File: config.mk
export PLATFORM = sky130hd
export DESIGN_NAME = alu_issue_stage
export DESIGN_NICKNAME = d
export VERILOG_FILES = /design/src/rtl/alu_pkg.sv /design/src/rtl/alu_64_bit.sv /design/src/rtl/alu_op_decode.sv /design/src/rtl/alu_issue_stage.sv
export SDC_FILE = /design/constraint.sdc
export NUM_CORES = 2
export LEC_CHECK = 0
export ABC_AREA = 1
export BUFFER_PORTS_ARGS = -buffer_cell sky130_fd_sc_hd__buf_4
export CAP_MARGIN = 30
export CORE_MARGIN = 5
export CORE_UTILIZATION = 45
export CTS_BUF_LIST = sky130_fd_sc_hd__clkbuf_8
export CTS_CLUSTER_DIAMETER = 120
export DETAILED_ROUTE_END_ITERATION = 8
export MAX_ROUTING_LAYER = met4
export PLACE_DENSITY_LB_ADDON = 0.05
export SYNTH_ARGS = -nofsm -noshare
export SYNTH_HDL_FRONTEND = slang
export SYNTH_HIERARCHICAL = 1
export SYNTH_SLANG_ARGS = --single-unit
File: constraint.sdc
create_clock -name clk -period 8.6 [get_ports clk]
set_input_delay 1.72 -clock clk [delete_from_list [all_inputs] [get_ports clk]]
set_output_delay 1.72 -clock clk [all_outputs]
set_load 0.02 [all_outputs]
File: src/rtl/alu_pkg.sv
// Shared encodings for the RV64I OP / OP-IMM issue path and the 64-bit ALU.
package alu_pkg;

    // ALU opcode is {sub_sra, funct3}
    localparam logic [3:0] ALU_ADD  = 4'b0000;
    localparam logic [3:0] ALU_SUB  = 4'b1000;
    localparam logic [3:0] ALU_SLL  = 4'b0001;
    localparam logic [3:0] ALU_SLT  = 4'b0010;
    localparam logic [3:0] ALU_SLTU = 4'b0011;
    localparam logic [3:0] ALU_XOR  = 4'b0100;
    localparam logic [3:0] ALU_SRL  = 4'b0101;
    localparam logic [3:0] ALU_SRA  = 4'b1101;
    localparam logic [3:0] ALU_OR   = 4'b0110;
    localparam logic [3:0] ALU_AND  = 4'b0111;

    // Major opcodes
    localparam logic [6:0] OPC_OP     = 7'b0110011;
    localparam logic [6:0] OPC_OP_IMM = 7'b0010011;

    // funct7 for register ops, funct6 for 64-bit immediate shifts
    localparam logic [6:0] FUNCT7_BASE = 7'b0000000;
    localparam logic [6:0] FUNCT7_ALT  = 7'b0100000;
    localparam logic [5:0] FUNCT6_BASE = 6'b000000;
    localparam logic [5:0] FUNCT6_ALT  = 6'b010000;

    // funct3 values that carry special decode rules
    localparam logic [2:0] F3_ADD = 3'b000;
    localparam logic [2:0] F3_SLL = 3'b001;
    localparam logic [2:0] F3_SR  = 3'b101;

endpackage

File: src/rtl/alu_64_bit.sv
// Purely combinational 64-bit ALU with carry, signed-overflow and zero flags.
// Carry is the adder carry-out (for SUB: 1 means no borrow); other ops clear it.
module alu_64_bit
    import alu_pkg::*;
(
    input  logic [63:0] a,
    input  logic [63:0] b,
    input  logic [3:0]  opcode,
    output logic [63:0] result,
    output logic        carry_flag,
    output logic        overflow_flag,
    output logic        zero_flag
);

    logic [64:0] sum_w;
    logic [64:0] diff_w;

    assign sum_w  = {1'b0, a} + {1'b0, b};
    assign diff_w = {1'b0, a} + {1'b0, ~b} + 65'd1;

    // Select the operation result and the arithmetic flags
    always_comb begin
        result        = '0;
        carry_flag    = 1'b0;
        overflow_flag = 1'b0;
        case (opcode)
            ALU_ADD: begin
                result        = sum_w[63:0];
                carry_flag    = sum_w[64];
                overflow_flag = (a[63] == b[63]) && (sum_w[63] != a[63]);
            end
            ALU_SUB: begin
                result        = diff_w[63:0];
                carry_flag    = diff_w[64];
                overflow_flag = (a[63] != b[63]) && (diff_w[63] != a[63]);
            end
            ALU_SLL:  result = a << b[5:0];
            ALU_SLT:  result = {63'b0, $signed(a) < $signed(b)};
            ALU_SLTU: result = {63'b0, a < b};
            ALU_XOR:  result = a ^ b;
            ALU_SRL:  result = a >> b[5:0];
            ALU_SRA:  result = $unsigned($signed(a) >>> b[5:0]);
            ALU_OR:   result = a | b;
            ALU_AND:  result = a & b;
            default:  result = '0;
        endcase
    end

    assign zero_flag = (result == 64'd0);

endmodule

File: src/rtl/alu_op_decode.sv
// Combinational decode of an RV64I OP / OP-IMM word into ALU opcode, operand B
// and an illegal flag. Illegal encodings yield opcode ADD with b = 0.
module alu_op_decode
    import alu_pkg::*;
(
    input  logic [31:0] instr,
    input  logic [63:0] rs2_data,
    output logic [3:0]  opcode,
    output logic [63:0] b,
    output logic        illegal
);

    logic [6:0]  major;
    logic [6:0]  funct7;
    logic [5:0]  funct6;
    logic [2:0]  funct3;
    logic        is_shift;
    logic        sub_sra;
    logic [63:0] imm_sext;
    logic [63:0] shamt_imm;
    logic [63:0] shamt_reg;
    logic        unused_fields;

    assign major     = instr[6:0];
    assign funct3    = instr[14:12];
    assign funct7    = instr[31:25];
    assign funct6    = instr[31:26];
    assign is_shift  = (funct3 == F3_SLL) || (funct3 == F3_SR);
    assign imm_sext  = {{52{instr[31]}}, instr[31:20]};
    assign shamt_imm = {58'b0, instr[25:20]};
    assign shamt_reg = {58'b0, rs2_data[5:0]};
    // rd and rs1 fields are consumed by register read, not here
    assign unused_fields = ^{instr[19:15], instr[11:7]};

    // Decode legality, operand B and the sub/sra selector by major opcode
    always_comb begin
        sub_sra = 1'b0;
        b       = '0;
        illegal = 1'b1;
        opcode  = ALU_ADD;
        case (major)
            OPC_OP: begin
                sub_sra = instr[30];
                b       = is_shift ? shamt_reg : rs2_data;
                illegal = !((funct7 == FUNCT7_BASE) ||
                            ((funct7 == FUNCT7_ALT) &&
                             ((funct3 == F3_ADD) || (funct3 == F3_SR))));
            end
            OPC_OP_IMM: begin
                // Only right shifts use bit 30, so ADDI never subtracts
                sub_sra = (funct3 == F3_SR) ? instr[30] : 1'b0;
                b       = is_shift ? shamt_imm : imm_sext;
                if (funct3 == F3_SLL)
                    illegal = (funct6 != FUNCT6_BASE);
                else if (funct3 == F3_SR)
                    illegal = !((funct6 == FUNCT6_BASE) || (funct6 == FUNCT6_ALT));
                else
                    illegal = 1'b0;
            end
            default: illegal = 1'b1;
        endcase
        if (illegal) begin
            opcode = ALU_ADD;
            b      = '0;
        end else begin
            opcode = {sub_sra, funct3};
        end
    end

endmodule

File: src/rtl/alu_issue_stage.sv
// Two-stage issue/retire stage: stage 1 holds decoded operands feeding the ALU,
// stage 2 captures the ALU result and flags behind a valid/ready output.
module alu_issue_stage
    import alu_pkg::*;
#(
    parameter int DATA_W = 64
) (
    input  logic              clk,
    input  logic              rst,
    input  logic              in_valid,
    output logic              in_ready,
    input  logic [31:0]       instr,
    input  logic [DATA_W-1:0] rs1_data,
    input  logic [DATA_W-1:0] rs2_data,
    output logic              out_valid,
    input  logic              out_ready,
    output logic [DATA_W-1:0] out_result,
    output logic              out_carry,
    output logic              out_overflow,
    output logic              out_zero,
    output logic              out_illegal,
    output logic [31:0]       op_count
);

    logic [3:0]        dec_opcode;
    logic [DATA_W-1:0] dec_b;
    logic              dec_illegal;

    logic              s1_valid_q, s1_valid_d;
    logic [3:0]        s1_op_q, s1_op_d;
    logic [DATA_W-1:0] s1_a_q, s1_a_d;
    logic [DATA_W-1:0] s1_b_q, s1_b_d;
    logic              s1_illegal_q, s1_illegal_d;

    logic              out_valid_q, out_valid_d;
    logic [DATA_W-1:0] out_result_q, out_result_d;
    logic              out_carry_q, out_carry_d;
    logic              out_overflow_q, out_overflow_d;
    logic              out_zero_q, out_zero_d;
    logic              out_illegal_q, out_illegal_d;
    logic [31:0]       op_count_q, op_count_d;

    logic [DATA_W-1:0] alu_result;
    logic              alu_carry, alu_overflow, alu_zero;
    logic              s1_adv, accept, retire;

    alu_op_decode u_decode (
        .instr    (instr),
        .rs2_data (rs2_data),
        .opcode   (dec_opcode),
        .b        (dec_b),
        .illegal  (dec_illegal)
    );

    alu_64_bit u_alu (
        .a             (s1_a_q),
        .b             (s1_b_q),
        .opcode        (s1_op_q),
        .result        (alu_result),
        .carry_flag    (alu_carry),
        .overflow_flag (alu_overflow),
        .zero_flag     (alu_zero)
    );

    // Handshake: stage 1 drains into stage 2 whenever stage 2 is empty or retiring
    assign s1_adv   = s1_valid_q & (!out_valid_q | out_ready);
    assign in_ready = !s1_valid_q | s1_adv;
    assign accept   = in_valid & in_ready;
    assign retire   = out_valid_q & out_ready;

    // Next-state for both pipeline stages and the retire counter
    always_comb begin
        // stage 1: operand register
        s1_valid_d   = s1_valid_q;
        s1_op_d      = s1_op_q;
        s1_a_d       = s1_a_q;
        s1_b_d       = s1_b_q;
        s1_illegal_d = s1_illegal_q;
        if (accept) begin
            s1_valid_d   = 1'b1;
            s1_op_d      = dec_opcode;
            s1_a_d       = dec_illegal ? '0 : rs1_data;
            s1_b_d       = dec_b;
            s1_illegal_d = dec_illegal;
        end else if (s1_adv) begin
            s1_valid_d   = 1'b0;
        end

        // stage 2: result register
        out_valid_d    = out_valid_q;
        out_result_d   = out_result_q;
        out_carry_d    = out_carry_q;
        out_overflow_d = out_overflow_q;
        out_zero_d     = out_zero_q;
        out_illegal_d  = out_illegal_q;
        if (s1_adv) begin
            out_valid_d    = 1'b1;
            out_result_d   = alu_result;
            out_carry_d    = alu_carry;
            out_overflow_d = alu_overflow;
            out_zero_d     = alu_zero;
            out_illegal_d  = s1_illegal_q;
        end else if (out_ready) begin
            out_valid_d    = 1'b0;
        end

        op_count_d = op_count_q + {31'b0, retire};
    end

    // State registers; reset empties both stages at once
    always_ff @(posedge clk or posedge rst) begin
        if (rst) begin
            s1_valid_q     <= 1'b0;
            s1_op_q        <= ALU_ADD;
            s1_a_q         <= '0;
            s1_b_q         <= '0;
            s1_illegal_q   <= 1'b0;
            out_valid_q    <= 1'b0;
            out_result_q   <= '0;
            out_carry_q    <= 1'b0;
            out_overflow_q <= 1'b0;
            out_zero_q     <= 1'b0;
            out_illegal_q  <= 1'b0;
            op_count_q     <= '0;
        end else begin
            s1_valid_q     <= s1_valid_d;
            s1_op_q        <= s1_op_d;
            s1_a_q         <= s1_a_d;
            s1_b_q         <= s1_b_d;
            s1_illegal_q   <= s1_illegal_d;
            out_valid_q    <= out_valid_d;
            out_result_q   <= out_result_d;
            out_carry_q    <= out_carry_d;
            out_overflow_q <= out_overflow_d;
            out_zero_q     <= out_zero_d;
            out_illegal_q  <= out_illegal_d;
            op_count_q     <= op_count_d;
        end
    end

    assign out_valid    = out_valid_q;
    assign out_result   = out_result_q;
    assign out_carry    = out_carry_q;
    assign out_overflow = out_overflow_q;
    assign out_zero     = out_zero_q;
    assign out_illegal  = out_illegal_q;
    assign op_count     = op_count_q;

endmodule

Yosys cells after proc, flatten, opt, wreduce, memory -nomap -nowiden
Index checks and enable logic that the tools add are counted.

Word-level logic and storage cells: 86. Register bits after elaboration: 235. Memory bits (writable): 0. Output and inout port bits: 102. Bits in latches: 0. Input bits: 164. Bits in read-only memories: 0. Memories kept: 0.

Equal/unequal tests: 19. Bitwise operators: 9. Add/sub/neg operators: 4. Div/mod/pow operators: 0. Shift-type cells: 3. Reductions and logical operators: 19. $lt $le $gt $ge: 2. Multiply operators: 0. Muxes and demuxes: 18.

Operators by type and width (count): 64-bit one-hot mux with 10 select lines (1); 64-bit two-way mux (4); 64-bit by 64-bit adder with 65-bit output (2); 64-bit less-than comparator (2); 64-bit one-hot mux with 2 select lines (1); 65-bit by 1-bit adder with 65-bit output, second input constant (1); 64-bit AND (1); 64-bit logical NOT (1); 64-bit NOT (1); 64-bit OR (1); 64-bit by 6-bit left shift with 64-bit output (1); 64-bit by 6-bit right shift with 64-bit output (1); 64-bit by 6-bit >>> shifter with 64-bit output (1); 64-bit XOR (1); 32-bit by 1-bit adder with 32-bit output (1); 4-bit by 3-bit equality test with 1-bit output, second input constant (4); 7-bit by 6-bit equality test with 1-bit output, second input constant (2); 4-bit by 2-bit equality test with 1-bit output, second input constant (2); 4-bit equality test, second input constant (2); 1-bit one-hot mux with 2 select lines (4); 7-bit by 5-bit equality test with 1-bit output, second input constant (1); 7-bit logical NOT (1); 1-bit two-way mux (7); 6-bit by 5-bit equality test with 1-bit output, second input constant (1); 16 further kinds (30).

Depth between registers and ports, before layout
Word-level depth: 7. Mapped depth: 29.

Cells and area by module
The synthesis kept the hierarchy.

By module, submodules not included: alu_64_bit (times used 1, sequential area each 0.0 um^2, area each 24419.7 um^2, cells each 5281); alu_issue_stage (times used 1, sequential area each 5880.6 um^2, area each 9387.8 um^2, cells each 942); alu_op_decode (times used 1, sequential area each 0.0 um^2, area each 1526.5 um^2, cells each 341).

Worst setup path before layout
Ideal clock, no wire load.

Path kind: in2out. Start point: in out_ready. End point: out in_ready. Path slack: 4966 ps. Stages: 2. Data arrival time: 1914 ps. Buffers on the path: 0. Path through: inv_2 > nand3_2.

Word-level cells in the longest chain between the ends: 3.

RTL lines: start, declared (RTL line alu_issue_stage.sv:16) `input logic out_ready,`; 1-bit OR (RTL line alu_issue_stage.sv:66) `assign s1_adv = s1_valid_q & (!out_valid_q | out_ready);`; 1-bit AND (RTL line alu_issue_stage.sv:66); 1-bit OR (RTL line alu_issue_stage.sv:67) `assign in_ready = !s1_valid_q | s1_adv;`; end, declared (RTL line alu_issue_stage.sv:11) `output logic in_ready,`.

Every way passes these cells.

Worst setup path in the final report
Start point: reg s1_b_q[2]. End point: reg out_zero_q, in the netlist out_zero.

Word-level cells in the longest chain between the ends: 5.

RTL lines: start, declared (RTL line alu_issue_stage.sv:32) `logic [DATA_W-1:0] s1_b_q, s1_b_d;`; start signal, assigned (RTL line alu_issue_stage.sv:116) `s1_b_q <= '0;`; start signal, assigned (RTL line alu_issue_stage.sv:129) `s1_b_q <= s1_b_d;`; 64-bit NOT (RTL line alu_64_bit.sv:19) `assign diff_w = {1'b0, a} + {1'b0, ~b} + 65'd1;`; 64-bit by 64-bit adder with 65-bit output (RTL line alu_64_bit.sv:19); 65-bit by 1-bit adder with 65-bit output (RTL line alu_64_bit.sv:19); 64-bit one-hot mux with 10 select lines (*) (RTL line alu_64_bit.sv:26) `case (opcode)`; 64-bit logical NOT (*) (RTL line alu_64_bit.sv:49) `assign zero_flag = (result == 64'd0);`; named net alu_zero (RTL line alu_issue_stage.sv:44) `logic alu_carry, alu_overflow, alu_zero;`; end signal, assigned (RTL line alu_issue_stage.sv:135) `out_zero_q <= out_zero_d;`; end, declared (RTL line alu_issue_stage.sv:39) `logic out_zero_q, out_zero_d;`.

The timed path passes the listed nets; every way through them passes the cells marked *. A chain may end at the register's enable or synchronous reset.

==> flow_summary.toml <==
[global_routing]
grt_overflow = 0
grt_pass1_wl_um = 259000
grt_use_total = 0.419
grt_pass1_vias = 40052
antenna_found_initial = 6
grt_start_max_net_pins = 122

[synth]
synthesis.area_um2 = 35300
syn_avg_cell_area_um2 = 5.38
ys_ff_latch = 235
synth_ff_type = "dfrtp_1"
syn_inst = 6564
ys_seq_area_frac = 0.166
syn-num-nets = 6930
synthArstFlopShare = 1.00
synth_warnings = 6
synth-edff-count = 0
synth_cell_types = 52

[clocking]
cts_tree = "yes"
cts.path.max_buffers = 3
cts_buffers = 44
clk-insertion-delay-late_ns = 0.69
cts_post_setup_buffers_inserted = 0
root_buffer = "clkbuf_8"
post_cts.resized_instances = 0
clock-sinks = 235
cts_max_level = 2
cts_hold_buffers = 0
clkTransAtPathRegs_ns = 0.06

[floorplan]
dieArea_um2 = 84200
initial_utilization = 0.455
die_y_um = 290
fp-row-count = 102
die_w_um = 290
pin_count = 266
coreArea_um2 = 77700

[final_layout]
design_area_um2 = 38400
area_growth_pct = 8.62
nNetsFinal = 6980
layout_commonest_cell = "nand2_1"
final_cell_mix = "nand2_1 (2467), nand3_1 (1034), inv_1 (982)"
drive_gt1_frac = 0.0800

[pwr]
p_per_area_nw_per_um2 = 73.8
p_leak_uw = 0.0223
power.total_uw = 2830
ir_worst_vdd_mv = 0.0895

[timing]
fin_worst_skew_ns = 0.0892
slew_headroom = 0.247
hold_slack_ns = 0.494
setup_viol = 0
finalCritPeriodShare = 0.653
fin_tns_setup_ns = 0
finalHoldViolCount = 0
min_period_ns = 5.61
slew_violations = 0
rsz0062_at_grt = "false"
clock.fmax_ghz = 0.178
tightest_slew_ns = 1.12

[route]
vias = 44620
drtIter0Drc = 7285
antenna_left = 0
viasPerCell = 5.80
drcViolationCount = 0
wl_um = 182000
first_pass_iters = 9
wire_per_inst_um = 23.6

[placed_design]
dp_hpwl_um = 148000
io_buffers = 255
place_area_um2 = 37400
place.gp.congestion = 1.17

[worst_hold_path]
min_from = "s1_a_q[63]"
whs_path_depth = 2
hold_end = "s1_a_q[63]"
hp-class = "flip-flop to flip-flop"

[critical_path]
required_ns = 9.16
start_kind = "flip-flop"
path_max_fanout = 78
worstReg2RegEnd = "out_zero"
slowest_stage = "dfrtp_4"
reg2reg_slack_ns = 2.99
crit_type = "flip-flop to flip-flop"
critical_path_arrival_ns = 6.17
critPathMostFrequentCell = "nand2_1"
crit_path_max_incr_delay_ns = 1.03
crit_path_cell_trace = "inv_4 -> ha_1 -> nor2_1 -> nand2_1 -> nand3_1 -> nand2_1 -> nand3_1 -> nand2_1 -> nand2_1 -> o21ai_0 -> nor3_1 -> nand2_1 -> nor2_1 -> nand2_1 -> nor2_1 -> nand2_1 -> nor2_1 -> nand2_1 -> nor2_2 -> mux2_2"
r2r_start = "s1_b_q[2]"
reg2regPathDepth = 20
cp-end-kind = "flip-flop"

[outcome]
status = "finished clean"

[flow_run]
drv_cap = 0
==> synthesized netlist by cell type, types with 6 or more instances <==
library cell | number | area share
clkbuf_1 | 54 | 0.0057
o22ai_1 | 52 | 0.0092
nor2_4 | 7 | 0.0022
inv_2 | 11 | 0.0012
nor4_1 | 8 | 0.0014
buf_2 | 148 | 0.021
dfrtp_1 | 235 | 0.17
and3_1 | 6 | 0.0011
a21oi_1 | 205 | 0.029
o21ai_0 | 104 | 0.015
nor2_1 | 552 | 0.059
nor2_2 | 14 | 0.0025
nand3_2 | 10 | 0.0028
nand4_1 | 103 | 0.018
and2_1 | 7 | 0.0012
clkinv_1 | 6 | 0.00064
nor3_1 | 30 | 0.0042
ha_1 | 200 | 0.071
inv_1 | 972 | 0.10
buf_6 | 23 | 0.0073
mux2_2 | 67 | 0.021
a31oi_1 | 6 | 0.0011
nand2_1 | 2468 | 0.26
a211oi_1 | 14 | 0.0030
o21bai_1 | 18 | 0.0038
buf_4 | 26 | 0.0055
buf_1 | 50 | 0.0053
nand2_2 | 26 | 0.0046
o21ai_1 | 12 | 0.0017
o21a_1 | 20 | 0.0042
xor2_1 | 16 | 0.0040
nand3_1 | 1035 | 0.15
o211ai_1 | 6 | 0.0013
nand3b_1 | 15 | 0.0032
==> worst max path at each step <==
stage                     startpoint     endpoint  slack, ns  cells after the start
after global routing       s1_b_q[2]     out_zero       2.93                     20
after global placement     s1_b_q[2]     out_zero       3.43                     20
after floorplan                  rst  op_count[0]       0.43                      1
after CTS                  s1_b_q[2]     out_zero       3.39                     20
after detailed placement   s1_b_q[2]     out_zero       3.40                     20
final                      s1_b_q[2]     out_zero       2.99                     20
==> power by group <==
part / internal [µW] / leakage, µW / switching, µW
Combinational: 165 / 0.0185 / 324
Clock: 661 / 0.000544 / 529
Sequential: 1130 / 0.00325 / 25.7
==> sequential cells by signal, summed over array words and instances, names as in the netlist <==
signal and count:
out_result 64, s1_a_q 64, s1_b_q 64, op_count 32, s1_op_q 4, out_carry 1, out_illegal 1, out_overflow 1
out_valid 1, out_zero 1, s1_illegal_q 1, s1_valid_q 1
==> stage by stage <==
stage	instances	setup slack, ns	util
final	7693	2.99	0.494
after global routing	7693	2.93	0.494
after CTS	7687	3.39	0.494
after detailed placement	7608	3.40	0.481
after global placement	7607	3.43	0.481
after floorplan	6564	0.434	-
==> critical path: cells and delay by family (launching register included) <==
family | cells | cell delay, ns
fa+ha+maj | 1 | 0.52
buf+inv | 1 | 0.32
mux | 1 | 0.14
flops | 1 | 1.03
simple gates | 16 | 3.45
compound gates | 1 | 0.08
==> routing by layer <==
| metal | global-route usage | vias to the layer above | routed length [µm] |
|---|---|---|---|
| met2 | 0.603 | 2815 | 74300 |
| met3 | 0.103 | 592 | 22600 |
| met5 | - | - | 0 |
| met1 | 0.537 | 20493 | 71400 |
| met4 | 0.234 | 0 | 13600 |
| li1 | - | 20720 | - |
==> kinds of logic (layout without fill, tap and decap cells) <==
family / Yosys count / in the layout / share of synthesized area
adder cells (fa/ha/maj): 202 / 202 / 0.0720
other: 0 / 6 / 0
buffers and inverters: 1291 / 1374 / 0.150
flip-flops: 235 / 235 / 0.166
multiplexers: 68 / 68 / 0.0216
AO/OA/AOI/OAI: 455 / 455 / 0.0724
XOR/XNOR: 20 / 20 / 0.00496
AND/OR/NAND/NOR: 4293 / 4293 / 0.512
==> area by class of cell <==
class / instances / area, µm²
clock buffers: 57 / 785
fillers: 8689 / 39300
diodes: 6 / 15.0
clock inverters: 22 / 181
well taps: 1040 / 1300
multi-input cells: 5038 / 24200
inverters: 989 / 3730
repair buffers: 306 / 2320
flip-flops and latches: 235 / 5890
Power figures use the tool's default switching activity.
